<file path="src/rtl/ddr2_phy_pkg.sv">
// Shared DDR2 PHY definitions: IODELAY calibration states, default sweep
// constants and the window-centre helper.
package ddr2_phy_pkg;

  typedef enum logic [3:0] {
    ST_IDLE,
    ST_WAIT_RDY,
    ST_RST_TAP,
    ST_SETTLE,
    ST_SAMPLE,
    ST_EVAL,
    ST_STEP_UP,
    ST_CHECK,
    ST_STEP_DN,
    ST_DONE,
    ST_FAIL
  } cal_state_t;

  localparam int DEF_TAP_MAX    = 63;
  localparam int DEF_SETTLE_CYC = 8;
  localparam int DEF_SAMPLES    = 16;
  localparam int DEF_MIN_WINDOW = 4;

  function automatic int unsigned tap_center(input int unsigned start_tap,
                                             input int unsigned end_tap);
    return (start_tap + end_tap) >> 1;
  endfunction

endpackage

</file>
<file path="src/rtl/cal_window_track.sv">
// Tracks the open run of passing taps and the widest closed run seen so far.
// A wider run replaces the best only when strictly wider, so ties keep the first.
module cal_window_track #(
  parameter int TW = 6
) (
  input  logic          i_clk,
  input  logic          i_rst,
  input  logic          i_clear,
  input  logic          i_eval,
  input  logic          i_pass,
  input  logic          i_flush,
  input  logic [TW-1:0] i_tap,
  output logic [TW-1:0] o_best_start,
  output logic [TW-1:0] o_best_end,
  output logic [TW:0]   o_best_width
);

  logic          r_open;
  logic [TW-1:0] r_cur_start;
  logic [TW-1:0] r_best_start;
  logic [TW-1:0] r_best_end;
  logic [TW:0]   r_best_width;

  logic          w_close;
  logic [TW-1:0] w_run_start;
  logic [TW-1:0] w_run_end;
  logic [TW:0]   w_run_width;

  // A run closes either on a failing tap (ending one tap earlier) or is
  // flushed at the last tap while still passing.
  always_comb begin
    w_close     = 1'b0;
    w_run_start = r_cur_start;
    w_run_end   = i_tap;
    if (i_eval) begin
      if (i_pass && i_flush) begin
        w_close     = 1'b1;
        w_run_start = r_open ? r_cur_start : i_tap;
      end else if (!i_pass && r_open) begin
        w_close   = 1'b1;
        w_run_end = i_tap - TW'(1);
      end
    end
    w_run_width = {1'b0, w_run_end} - {1'b0, w_run_start} + (TW+1)'(1);
  end

  always_ff @(posedge i_clk or posedge i_rst) begin
    if (i_rst) begin
      r_open       <= 1'b0;
      r_cur_start  <= '0;
      r_best_start <= '0;
      r_best_end   <= '0;
      r_best_width <= '0;
    end else if (i_clear) begin
      r_open       <= 1'b0;
      r_cur_start  <= '0;
      r_best_start <= '0;
      r_best_end   <= '0;
      r_best_width <= '0;
    end else if (i_eval) begin
      r_open <= i_pass && !i_flush;
      if (i_pass && !r_open) begin
        r_cur_start <= i_tap;
      end
      if (w_close && (w_run_width > r_best_width)) begin
        r_best_start <= w_run_start;
        r_best_end   <= w_run_end;
        r_best_width <= w_run_width;
      end
    end
  end

  assign o_best_start = r_best_start;
  assign o_best_end   = r_best_end;
  assign o_best_width = r_best_width;

endmodule

</file>
<file path="src/rtl/ddr2_idelay_tap_cal.sv">
// IODELAY tap calibration: waits for IDELAYCTRL ready, sweeps all taps against
// the training comparator, then steps back to the centre of the widest window.
module ddr2_idelay_tap_cal
  import ddr2_phy_pkg::*;
#(
  parameter int TAP_MAX    = DEF_TAP_MAX,
  parameter int SETTLE_CYC = DEF_SETTLE_CYC,
  parameter int SAMPLES    = DEF_SAMPLES,
  parameter int MIN_WINDOW = DEF_MIN_WINDOW,
  localparam int TW        = $clog2(TAP_MAX + 1)
) (
  input  logic          clk200,
  input  logic          rst,
  input  logic          idelay_ctrl_rdy,
  input  logic          cal_start,
  input  logic          sample_valid,
  input  logic          sample_ok,
  output logic          dly_rst,
  output logic          dly_ce,
  output logic          dly_inc,
  output logic [TW-1:0] tap_value,
  output logic [TW-1:0] win_start,
  output logic [TW-1:0] win_end,
  output logic          busy,
  output logic          cal_done,
  output logic          cal_fail
);

  localparam int SCW = $clog2(SETTLE_CYC + 1);
  localparam int SNW = $clog2(SAMPLES + 1);

  cal_state_t     r_state;
  cal_state_t     w_state_nxt;
  logic           r_rdy_meta;
  logic           r_rdy_s;
  logic [SCW-1:0] r_settle_cnt;
  logic [SNW-1:0] r_sample_cnt;
  logic           r_tap_fail;
  logic [TW-1:0]  r_tap;
  logic [TW-1:0]  r_centre;
  logic           r_dn_gap;
  logic           r_inc_last;

  logic           w_rst_tap;
  logic           w_ce;
  logic           w_dir_up;
  logic           w_eval;
  logic           w_flush;
  logic [TW-1:0]  w_best_start;
  logic [TW-1:0]  w_best_end;
  logic [TW:0]    w_best_width;

  // IDELAYCTRL RDY crosses in from another domain
  always_ff @(posedge clk200 or posedge rst) begin
    if (rst) begin
      r_rdy_meta <= 1'b0;
      r_rdy_s    <= 1'b0;
    end else begin
      r_rdy_meta <= idelay_ctrl_rdy;
      r_rdy_s    <= r_rdy_meta;
    end
  end

  always_ff @(posedge clk200 or posedge rst) begin
    if (rst) r_state <= ST_IDLE;
    else     r_state <= w_state_nxt;
  end

  // Losing ready in any sweep state aborts before another tap move is issued.
  always_comb begin
    w_state_nxt = r_state;
    w_rst_tap   = 1'b0;
    w_ce        = 1'b0;
    w_dir_up    = 1'b0;
    w_eval      = 1'b0;
    w_flush     = 1'b0;
    case (r_state)
      ST_IDLE, ST_DONE, ST_FAIL: begin
        if (cal_start) w_state_nxt = ST_WAIT_RDY;
      end
      ST_WAIT_RDY: begin
        if (r_rdy_s) w_state_nxt = ST_RST_TAP;
      end
      default: begin
        if (!r_rdy_s) begin
          w_state_nxt = ST_WAIT_RDY;
        end else begin
          case (r_state)
            ST_RST_TAP: begin
              w_rst_tap   = 1'b1;
              w_state_nxt = ST_SETTLE;
            end
            ST_SETTLE: begin
              if (r_settle_cnt == SCW'(SETTLE_CYC - 1)) w_state_nxt = ST_SAMPLE;
            end
            ST_SAMPLE: begin
              if (sample_valid && (r_sample_cnt == SNW'(SAMPLES - 1))) w_state_nxt = ST_EVAL;
            end
            ST_EVAL: begin
              w_eval      = 1'b1;
              w_flush     = (r_tap == TW'(TAP_MAX));
              w_state_nxt = w_flush ? ST_CHECK : ST_STEP_UP;
            end
            ST_STEP_UP: begin
              w_ce        = 1'b1;
              w_dir_up    = 1'b1;
              w_state_nxt = ST_SETTLE;
            end
            ST_CHECK: begin
              w_state_nxt = (w_best_width >= (TW+1)'(MIN_WINDOW)) ? ST_STEP_DN : ST_FAIL;
            end
            ST_STEP_DN: begin
              if (!r_dn_gap) begin
                if (r_tap > r_centre) w_ce = 1'b1;
                else                  w_state_nxt = ST_DONE;
              end
            end
            default: w_state_nxt = ST_IDLE;
          endcase
        end
      end
    endcase
  end

  always_ff @(posedge clk200 or posedge rst) begin
    if (rst) begin
      r_settle_cnt <= '0;
      r_sample_cnt <= '0;
      r_tap_fail   <= 1'b0;
      r_tap        <= '0;
      r_centre     <= '0;
      r_dn_gap     <= 1'b0;
      r_inc_last   <= 1'b0;
    end else begin
      r_settle_cnt <= (r_state == ST_SETTLE) ? r_settle_cnt + SCW'(1) : '0;
      if (r_state != ST_SAMPLE) begin
        r_sample_cnt <= '0;
        r_tap_fail   <= 1'b0;
      end else if (sample_valid) begin
        r_sample_cnt <= r_sample_cnt + SNW'(1);
        if (!sample_ok) r_tap_fail <= 1'b1;
      end
      if (w_rst_tap) begin
        r_tap <= '0;
      end else if (w_ce) begin
        r_tap      <= w_dir_up ? r_tap + TW'(1) : r_tap - TW'(1);
        r_inc_last <= w_dir_up;
      end
      if (r_state == ST_CHECK) begin
        r_centre <= TW'(tap_center(32'(w_best_start), 32'(w_best_end)));
      end
      // Every step-down pulse is followed by one idle cycle
      r_dn_gap <= (r_state == ST_STEP_DN) && w_ce;
    end
  end

  cal_window_track #(
    .TW(TW)
  ) u_window (
    .i_clk        (clk200),
    .i_rst        (rst),
    .i_clear      (w_rst_tap),
    .i_eval       (w_eval),
    .i_pass       (!r_tap_fail),
    .i_flush      (w_flush),
    .i_tap        (r_tap),
    .o_best_start (w_best_start),
    .o_best_end   (w_best_end),
    .o_best_width (w_best_width)
  );

  assign dly_rst   = w_rst_tap;
  assign dly_ce    = w_ce;
  assign dly_inc   = w_ce ? w_dir_up : r_inc_last;
  assign tap_value = r_tap;
  assign win_start = w_best_start;
  assign win_end   = w_best_end;
  assign busy      = !((r_state == ST_IDLE) || (r_state == ST_DONE) || (r_state == ST_FAIL));
  assign cal_done  = (r_state == ST_DONE);
  assign cal_fail  = (r_state == ST_FAIL);

endmodule
</file>
<file path="config.mk">
export PLATFORM = sky130hd
export DESIGN_NAME = ddr2_idelay_tap_cal
export DESIGN_NICKNAME = d
export VERILOG_FILES = /design/src/rtl/ddr2_phy_pkg.sv /design/src/rtl/cal_window_track.sv /design/src/rtl/ddr2_idelay_tap_cal.sv
export SDC_FILE = /design/constraint.sdc
export NUM_CORES = 1
export LEC_CHECK = 0
export ABC_CLOCK_PERIOD_IN_PS = 10400
export CAP_MARGIN = 15
export CORE_MARGIN = 2
export CORE_UTILIZATION = 63
export DETAILED_ROUTE_END_ITERATION = 7
export HOLD_SLACK_MARGIN = 0.06
export MAX_ROUTING_LAYER = met4
export PLACE_DENSITY_LB_ADDON = 0.15
export SYNTH_ARGS = -nofsm -noshare
export SYNTH_HDL_FRONTEND = slang
export SYNTH_SLANG_ARGS = --single-unit
</file>
<file path="constraint.sdc">
create_clock -name clk200 -period 10.4 [get_ports clk200]
set_clock_uncertainty 0.2 [all_clocks]
set_input_delay 2.08 -clock clk200 [delete_from_list [all_inputs] [get_ports clk200]]
set_output_delay 2.08 -clock clk200 [all_outputs]
set_load 0.02 [all_outputs]
</file>
# [Yosys cells after proc, flatten, opt, wreduce, memory -nomap -nowiden]
# Index checks and enable logic that the tools add are counted.
# W data, S select, Z words.
[totals] ff_bits=56 latchBits=0 ramBits=0 romBits=0 in_bits=6 output_inout_bits=24 word_cells=133 n_memories=0
[op_classes] add_sub_neg=7 multipliers=0 div=0 magnitude_cmp=3 n_eq_ne=21 shifts=0 muxes=61 bitwise=0 n_reduce_logical=26
[ops] cell="$mux W6" n=18
[ops] cell="$mux W4" n=8
[ops] cell="$mux W1" n=26
[ops] cell="$pmux W4 S6" n=1
[ops] cell="$mux W7" n=3
[ops] cell="$eq A4 B3 Y1 const B" n=5
[ops] cell="$ne A5 B3 Y1 const B" n=3
[ops] cell="$eq A4 B4 Y1 const B" n=3
[ops] cell="$mux W5" n=2
[ops] cell="$reduce_bool A2 Y1" n=5
[ops] cell="$eq A4 B2 Y1 const B" n=2
[ops] cell="$pmux W4 S2" n=1
[ops] cell="$add A6 B6 Y7" n=1
[ops] cell="$add A7 B1 Y7 const B" n=1
[ops] cell="$ge A7 B3 Y1 const B" n=1
[ops] cell="$gt A7 B7 Y1" n=1
[ops] cell="$logic_and A1 B1 Y1" n=7
[ops] cell="$sub A6 B6 Y7" n=1
[ops] cell="$add A6 B1 Y6 const B" n=1
[ops] cell="$eq A6 B6 Y1 const B" n=1
[ops] cell="$gt A6 B6 Y1" n=1
[ops] cell="$reduce_and A2 Y1" n=3
[ops] cell="$reduce_and A6 Y1" n=1
[ops] cell="$sub A6 B1 Y6 const B" n=1
[ops] cell="other kinds (16)" n=21

# [Logic depth before layout (Yosys ltp)]
# Gate-level depths: netlist of run 1.
[logic_depth] word_depth=14 depth_mapped=21

# [Modules after synthesis]
# From an unflattened synthesis of run 1, not the netlist that was laid out.
[hier_totals] cells_unflattened=398 hier_area_um2=3851.2
[by_module_without_submodules] mod="ddr2_idelay_tap_cal" instances=1 cells_each=223 area_per_inst_um2=2067.0 seq_area_each_um2=750.7
[by_module_without_submodules] mod="cal_window_track" instances=1 cells_each=175 area_per_inst_um2=1784.2 seq_area_each_um2=650.6

# [Worst setup path after synthesis of run 1]
# No wires, ideal clock.
[synth_timing] kind="reg2reg" from="register r_tap[3], in the netlist tap_value[3]" to="register u_window.r_best_end[2], in the netlist u_window.o_best_end[2]" setup_time_ps=125 arrival_ps=4336 t_required_ps=10075 path_slack_ps=5740 stages_incl_launch_ff=19 path_buffers=1 synth_period_minus_slack_ps=4660 path_cell_list="dfrtp_1 > buf_2 > and3_1 > nand3_2 > nor3_4 > mux2_2 > ha_1 > inv_1 > ha_1 > fa_1 > a21o_1 > a21oi_1 > xnor2_1 > ha_1 > nand4_1 > a21oi_1 > nor2_1 > a211oi_4 > mux2_2"
[synth_between] elab_chain_len=13
[synth_lines] item="start, declared" line="ddr2_idelay_tap_cal.sv:39" rtl="logic [TW-1:0] r_tap;"
[synth_lines] item="start signal, assigned" line="ddr2_idelay_tap_cal.sv:146" rtl="r_tap <= w_dir_up ? r_tap + TW'(1) : r_tap - TW'(1);"
[synth_lines] item="parallel branches: the longest is 13 deep, another holds $sub A6 B6 Y7"
[synth_lines] item="end signal, assigned" line="cal_window_track.sv:67" rtl="r_best_end <= w_run_end;"
[synth_lines] item="end, declared" line="cal_window_track.sv:21" rtl="logic [TW-1:0] r_best_end;"
# Parallel ways; which one is timed is not known. The select of a mux whose other input is x is not followed.
# A chain may end at the register's enable or synchronous reset.

# [Worst setup path after layout of run 1]
[layout_timing] from="register r_state[1]" to="output port dly_rst"
[layout_between] elab_chain_len=4
[layout_lines] item="start, declared" line="ddr2_idelay_tap_cal.sv:32" rtl="cal_state_t r_state;"
[layout_lines] item="start signal, assigned" line="ddr2_idelay_tap_cal.sv:66" rtl="else r_state <= w_state_nxt;"
[layout_lines] item="$eq A4 B2 Y1" line="ddr2_idelay_tap_cal.sv:88" rtl="case (r_state)"
[layout_lines] item="$mux W1" line="ddr2_idelay_tap_cal.sv:88"
[layout_lines] item="$mux W1" line="ddr2_idelay_tap_cal.sv:85" rtl="if (!r_rdy_s) begin"
[layout_lines] item="$mux W1 *" line="ddr2_idelay_tap_cal.sv:77" rtl="case (r_state)"
[layout_lines] item="end, declared" line="ddr2_idelay_tap_cal.sv:18" rtl="output logic dly_rst,"
# Every way passes the cells marked *; elsewhere a longest branch is shown, timed or not.

==> metrics.md, run 1 <==
| Metric | Value |
|---|---|
| Setup Buffers After CTS | 0 |
| Post-DRT Antenna Nets | 0 |
| RSZ-0062 raised after global routing | no |
| Worst Setup Start Kind | flip-flop |
| Final worst hold slack | 0.1824 ns |
| Synthesized instance count | 393 |
| Die ar. | 0.006412 mm2 |
| CTS max path bufs | 2 |
| Gr usage total | 0.2687 |
| Mean Syn Cell Area | 9.277 um2 |
| Vias per cell | 5.820 |
| Dpl cells | 480 |
| Crit share post-route | 0.5318 |
| Final min period | 5.531 ns |
| Synth warn | 0 |
| Endpoints failing setup | 0 |
| Worst Setup Slack, final | 4.869 ns |
| Seq cells post-synth | 56 |
| WP data required | 8.12 ns |
| IO Count | 30 |
| DRC marker count from the first detailed-route iteration | 164 |
| Worst Max-Slew Pin Slew | 0.8109 ns |
| Max VDD drop | 0.1963 mV |
| Total Routed Length | 7688 um |
| WS Path Type | reg2out |
| Pre-antenna DRT Iters | 4 |
| Synth area leader | dfrtp_1 |
| Setup crit end kind | output port |
| Inserted Clock Buffers | 5 |
| Core Rows | 27 |
| Status | finished clean |
| Vias in the first global route | 2712 |
| Final nets | 457 |
| Worst r2r path cells | 18 |
| Hold_sp | r_rdy_meta |
| PD cells | 227.7 mW/mm2 |
| WL/cell | 15.75 um |
| DRC viols | 0 |
| Post-CTS Resized | 0 |
| Gp weighted congestion | 0.9122 |
| Final slew viol count | 0 |
| Post-Synthesis Cell Area | 0.003646 mm2 |
| Place WS | 5.194 ns |
| Post-synth top cells | dfrtp_1, nand2_1, nor2_1 |
| Dpl hpwl | 5824 um |
| Worst Path Max Fanout | 23 |
| Area grow syn2layout | 10.78% |
| Remaining global-route overflow | 0 |
| Number of synthesized flops with an enable pin | 0 |
| Setup tns final | 0 ns |
| Largest net degree at the start of global routing | 57 |
| DR vias | 2840 |
| Hold buffer count at CTS | 0 |
| Share of cells above drive strength 1 | 0.07452 |
| Worst-path clk slew | 0.10 ns |
| First-pass GRT wire length | 12960 um |
| Final hold vios | 0 |
| Post-synth cell types | 60 |
| Fmax achieved | 0.1808 GHz |
| DIE HEIGHT | 80.08 um |
| Clock tree root driver cell | clkbuf_8 |
| Number of sinks on the clock net | 56 |
| WHS Endpoint | r_rdy_s |
| Fin cells | 488 |
| Relative slew slack | 0.4588 |
| Initial antenna violation count | 0 |
| Mapped Nets | 435 |
| Seq/Total Area, Yosys | 0.3844 |
| DIE WIDTH | 80.08 um |
| CTS tree | built |
| # H-tree levels | 2 |
| Cell with the most instances after synthesis | dfrtp_1 |
| Asr flop ratio synth | 1.000 |
| Max-cap viol count | 0 |
| Share of the synthesized area in the top cell type | 0.3844 |
| Reg-to-reg critical path endpoint | u_window.o_best_end[4] |
| R2R Setup Slk | 5.15 ns |
| Worst hold path depth | 0 |
| Clk_lat worst skew | 0.32 ns |
| HP Class | reg2reg |
| N_diodes | 0 |
| Post-synth top flop | dfrtp_1 |
| Core ar. | 0.005540 mm2 |
| Synth area leaders | dfrtp_1, ha_1, nand2_1 |
| Initial core utilization | 0.6581 |
| Number of I/O port buffers | 29 |
| P_leak | 1.826 nW |
| FF-to-FF Start | r_state[3] |
| Worst setup startpoint | r_state[1] |
| Arr. time, crit path | 3.25 ns |
worst max-delay path, stage by stage (launching register included):
cell             delay, ns
dfrtp_1               0.64
nand3b_1              0.28
or3_1                 0.58
inv_1                 0.68
clkdlybuf4s50_1       0.74
stage by stage:
step                      power, mW  utilization  cell area, um2
after floorplan              0.6278            -            3646
after global placement       0.7801       0.7123            3946
after detailed placement     0.7977       0.7123            3946
after CTS                    0.9232       0.7290            4039
after global routing          1.004       0.7290            4039
final                        0.9195       0.7290            4039
flip-flops by register name (all words and copies together), names as in the netlist:
name                   cells
u_window.o_best_width      7
r_centre                   6
tap_value                  6
u_window.o_best_end        6
u_window.o_best_start      6
u_window.r_cur_start       6
r_sample_cnt               5
r_settle_cnt               4
r_state                    4
r_dn_gap                   1
r_inc_last                 1
r_rdy_meta                 1
r_rdy_s                    1
r_tap_fail                 1
u_window.r_open            1
power breakdown:
group          internal (mW)  total [mW]  switching (mW)  leakage, nW
clock                 0.0533       0.124          0.0703       0.0510
combinational          0.212       0.495           0.283         1.01
sequential             0.245       0.301          0.0562        0.764
total                  0.510       0.920           0.409         1.83
logic make-up (layout without fill, tap and decap cells):
| kind of cell | Yosys count | in the layout | share of synthesized area |
|---|---|---|---|
| AOI/OAI and AO/OA | 91 | 91 | 0.1651 |
| xor gates and xnor gates | 18 | 18 | 0.04324 |
| adders and majority gates | 36 | 36 | 0.1277 |
| buffers and inverters | 50 | 73 | 0.06108 |
| DFF | 56 | 56 | 0.3844 |
| muxes | 14 | 14 | 0.04015 |
| and+or+nand+nor | 128 | 128 | 0.1785 |
final cells by class:
class / instances / area [um2]
Clock buffer: 6 / 82.58
Clock inverter: 2 / 10.01
Fill cell: 403 / 1501
Inverter: 34 / 127.6
Multi-Input combinational cell: 287 / 2022
Sequential cell: 56 / 1401
Tap cell: 72 / 90.09
Timing Repair Buffer: 31 / 305.3
how the worst max path moves through the flow:
stage	end	slack, ns	depth (start not counted)
2_1_floorplan	u_window.o_best_end[2]	5.74	18
3_3_place_gp	dly_rst	5.35	4
3_5_place_dp	u_window.o_best_end[4]	5.19	18
4_1_cts	dly_rst	4.88	4
5_1_grt	dly_rst	4.69	4
6_report	dly_rst	4.87	4
placed cells by master, fill, tap and decap left out, types with 6 or more instances in the layout:
master,instances
clkdlybuf4s50_1,29
xor2_1,9
or3_1,7
dfrtp_1,56
inv_1,32
nand2_1,40
o31ai_1,10
nand4_1,6
ha_1,34
clkbuf_8,6
nand3_1,7
o21ai_0,19
nor2_1,36
mux2i_1,9
a21oi_1,27
xnor2_1,9
per-layer routing:
metal / share of wire / up-vias / GRT usage
met4: 0.014 / 0 / 0.09492
met3: 0.041 / 9 / 0.02697
met2: 0.47 / 56 / 0.4100
li1: - / 1423 / -
met1: 0.47 / 1352 / 0.3777
met5: 0 / - / -
Note: power is estimated with default switching activity, not from simulation.
==> run 2, diff against run 1 <==
ABC_CLOCK_PERIOD_IN_PS = 4430   (was 10400)
CORE_UTILIZATION = 53   (was 63)
clock period = 4.43 ns   (was 10.4 ns; I/O delays follow)
==> metrics.md, run 2 (synthesis results as in run 1) <==
| Metric | Value |
|---|---|
| Status | complete, but fails checks |
| Failing checks | setup timing |
| Switch share | 0.4020 (-0.04320) |
| Worst-path clk slew | 0.10 ns (about the same) |
| First-pass GRT wire length | 14860 um (+15%) |
| RSZ-0062 raised after global routing | yes |
| Pre-antenna DRT Iters | 4 (unchanged) |
| NetSw | 1.013 mW (+150%) |
| Dpl hpwl | 6334 um (+8.7%) |
| Vias in the first global route | 3119 (+15%) |
| Largest net degree at the start of global routing | 37 (-35%) |
| Total power | 2.520 mW (+170%) |
| Commonest non-fill, non-tap cells in the layout | dfrtp_1, nand2_1, buf_4 |
| Remaining global-route overflow | 0 (unchanged) |
| Total Routed Length | 8981 um (+17%) |
| Fill count | 514 (+28%) |
| Vias per cell | 5.788 (-0.55%) |
| Internal Power | 1.507 mW (+200%) |
| PD cells | 544.0 mW/mm2 (+140%) |
| DIE HEIGHT | 86.94 um (+8.6%) |
| N_diodes | 0 (unchanged) |
| Share of cells above drive strength 1 | 0.2188 (+0.1443) |
| Die ar. | 0.007559 mm2 (+18%) |
| Gr usage total | 0.2571 (-0.01167) |
| Post-DRT Antenna Nets | 0 (unchanged) |
| # H-tree levels | 2 (unchanged) |
| Worst hold path depth | 0 (unchanged) |
| Arr. time, crit path | 4.44 ns (+1.19 ns) |
| Most common cell after layout, fill and taps aside | dfrtp_1 |
| Gp weighted congestion | 0.8329 (-8.7%) |
| Number of I/O port buffers | 29 (unchanged) |
| WP data required | 4.43 ns (-3.69 ns) |
| Area grow syn2layout | 27.04% |
| Final hold vios | 0 (unchanged) |
| Initial antenna violation count | 0 (unchanged) |
| CTS tree | built |
| Worst Setup Start Kind | flip-flop |
| Number of sinks on the clock net | 56 (unchanged) |
| Area after DPL | 0.004148 mm2 (+5.1%) |
| Core ar. | 0.006719 mm2 (+21%) |
| WL/cell | 16.72 um (+6.2%) |
| WS Path Type | reg2reg |
| DRC viols | 0 (unchanged) |
| Largest register FFs | 7 (unchanged) |
| Relative slew slack | 0.4953 (+0.03655) |
| DR vias | 3108 (+9.4%) |
| Comb pwr share | 0.571 (+0.033) |
| Clock share of power | 0.181 (+0.047) |
| Max VDD drop | 0.3936 mV (+100%) |
| P_leak | 2.107 nW (+15%) |
| Reg power frac | 0.248 (-0.079) |
| Inserted Clock Buffers | 5 (unchanged) |
| DRC marker count from the first detailed-route iteration | 276 (+68%) |
| DIE WIDTH | 86.94 um (+8.6%) |
| Max-cap viol count | 0 (unchanged) |
| Endpoints failing setup | 1 (+1) |
| Setup crit end kind | flip-flop |
| Worst Max-Slew Pin Slew | 0.7559 ns (-0.05503 ns) |
| Crit share post-route | 1.001 |
| Fmax achieved | 0.2254 GHz |
| Worst r2r path cells | 18 (unchanged) |
| Clk_lat worst skew | 0.32 ns (about the same) |
| Final min period | 4.437 ns |
| Clock tree root driver cell | clkbuf_8 |
| Worst Setup Slack, final | -0.006608 ns (-4.876 ns) |
| Final nets | 498 (+9.0%) |
| Initial core utilization | 0.5426 (-0.1154) |
| HP Class | reg2reg |
| Final slew viol count | 0 (unchanged) |
| Cell area after layout | 0.004632 mm2 (+15%) |
| Worst Path Max Fanout | 6 (-74%) |
| CTS max path bufs | 2 (unchanged) |
| IO Count | 30 (unchanged) |
| Core Rows | 30 (+11%) |
==> run 2: cell type report <==
| class | count | area (um2) | share of cell area |
|---|---|---|---|
| well taps | 80 | 100.1 | 0.02161 |
| flip-flops and latches | 56 | 1405 | 0.3034 |
| clock buffers | 5 | 68.82 | 0.01486 |
| repair buffers | 72 | 656.9 | 0.1418 |
| inverters | 34 | 130.1 | 0.02809 |
| multi-input cells | 287 | 2181 | 0.4708 |
| clock inverters | 3 | 90.09 | 0.01945 |
==> run 2: path summary, 6_finish.rpt <==
path	from	endpoint	slack [ns]
max	r_state[1]	u_window.o_best_end[2]	-0.007
min	r_rdy_meta	r_rdy_s	0.18
max reg2reg	r_state[1]	u_window.o_best_end[2]	-0.007
min reg2reg	r_rdy_meta	r_rdy_s	0.18
max in group asynchronous	rst	u_window.o_best_width[0]	2.42
min in group asynchronous	rst	r_settle_cnt[3]	0.81
==> run 2: power by group through the flow <==
| stage | sequential [mW] | combinational [mW] | clock [mW] |
|---|---|---|---|
| after floorplan | 0.663 | 0.826 | 0 |
| after global placement | 0.628 | 1.17 | 0 |
| after detailed placement | 0.631 | 1.20 | 0 |
| after CTS | 0.621 | 1.36 | 0.461 |
| after global routing | 0.631 | 1.59 | 0.481 |
| final | 0.624 | 1.44 | 0.456 |
==> run 2: repair_timing <==
action	in CTS	in global routing
buffers inserted	15	4
gates cloned	1	0
pin swaps	17	12
hold buffers	0	0
resized for setup	18	15
hold endpoints to repair	0	0
setup endpoints to repair	3	19
==> run 2: per-stage QoR <==
stage	cells	hold slack, ns	TNS [ns]	setup WS [ns]	util
finish	537	0.1785	-0.006608	-0.006608	0.6894
global route	537	0.1984	-1.190	-0.1040	0.6894
global placement	509	0.1351	0	0.02215	0.6173
floorplan	393	0.1312	0	0.01342	-
detailed placement	509	0.1556	-0.3063	-0.1063	0.6173
CTS	533	0.1833	-0.002299	-0.002299	0.6775
==> run 2: routing by layer <==
layer,up-vias,part of all wire,track usage
met5,-,0,-
met4,0,0.019,0.08523
met3,15,0.051,0.03412
met2,89,0.48,0.4032
met1,1505,0.45,0.3459
li1,1499,-,-
==> run 2: critical path, cell delays in order, from the launching register on <==
cell and delay [ns]:
dfrtp_1 0.42, and4bb_2 0.36, nand2_2 0.09, nor3_4 0.22
mux2_4 0.35, ha_4 0.28, inv_4 0.03, ha_4 0.15
fa_2 0.35, a21o_1 0.17, a21oi_2 0.17, xnor2_2 0.08
ha_1 0.30, nand4_1 0.15, a21oi_2 0.17, nor2_2 0.07
a211oi_4 0.29, buf_12 0.16, mux2_4 0.29
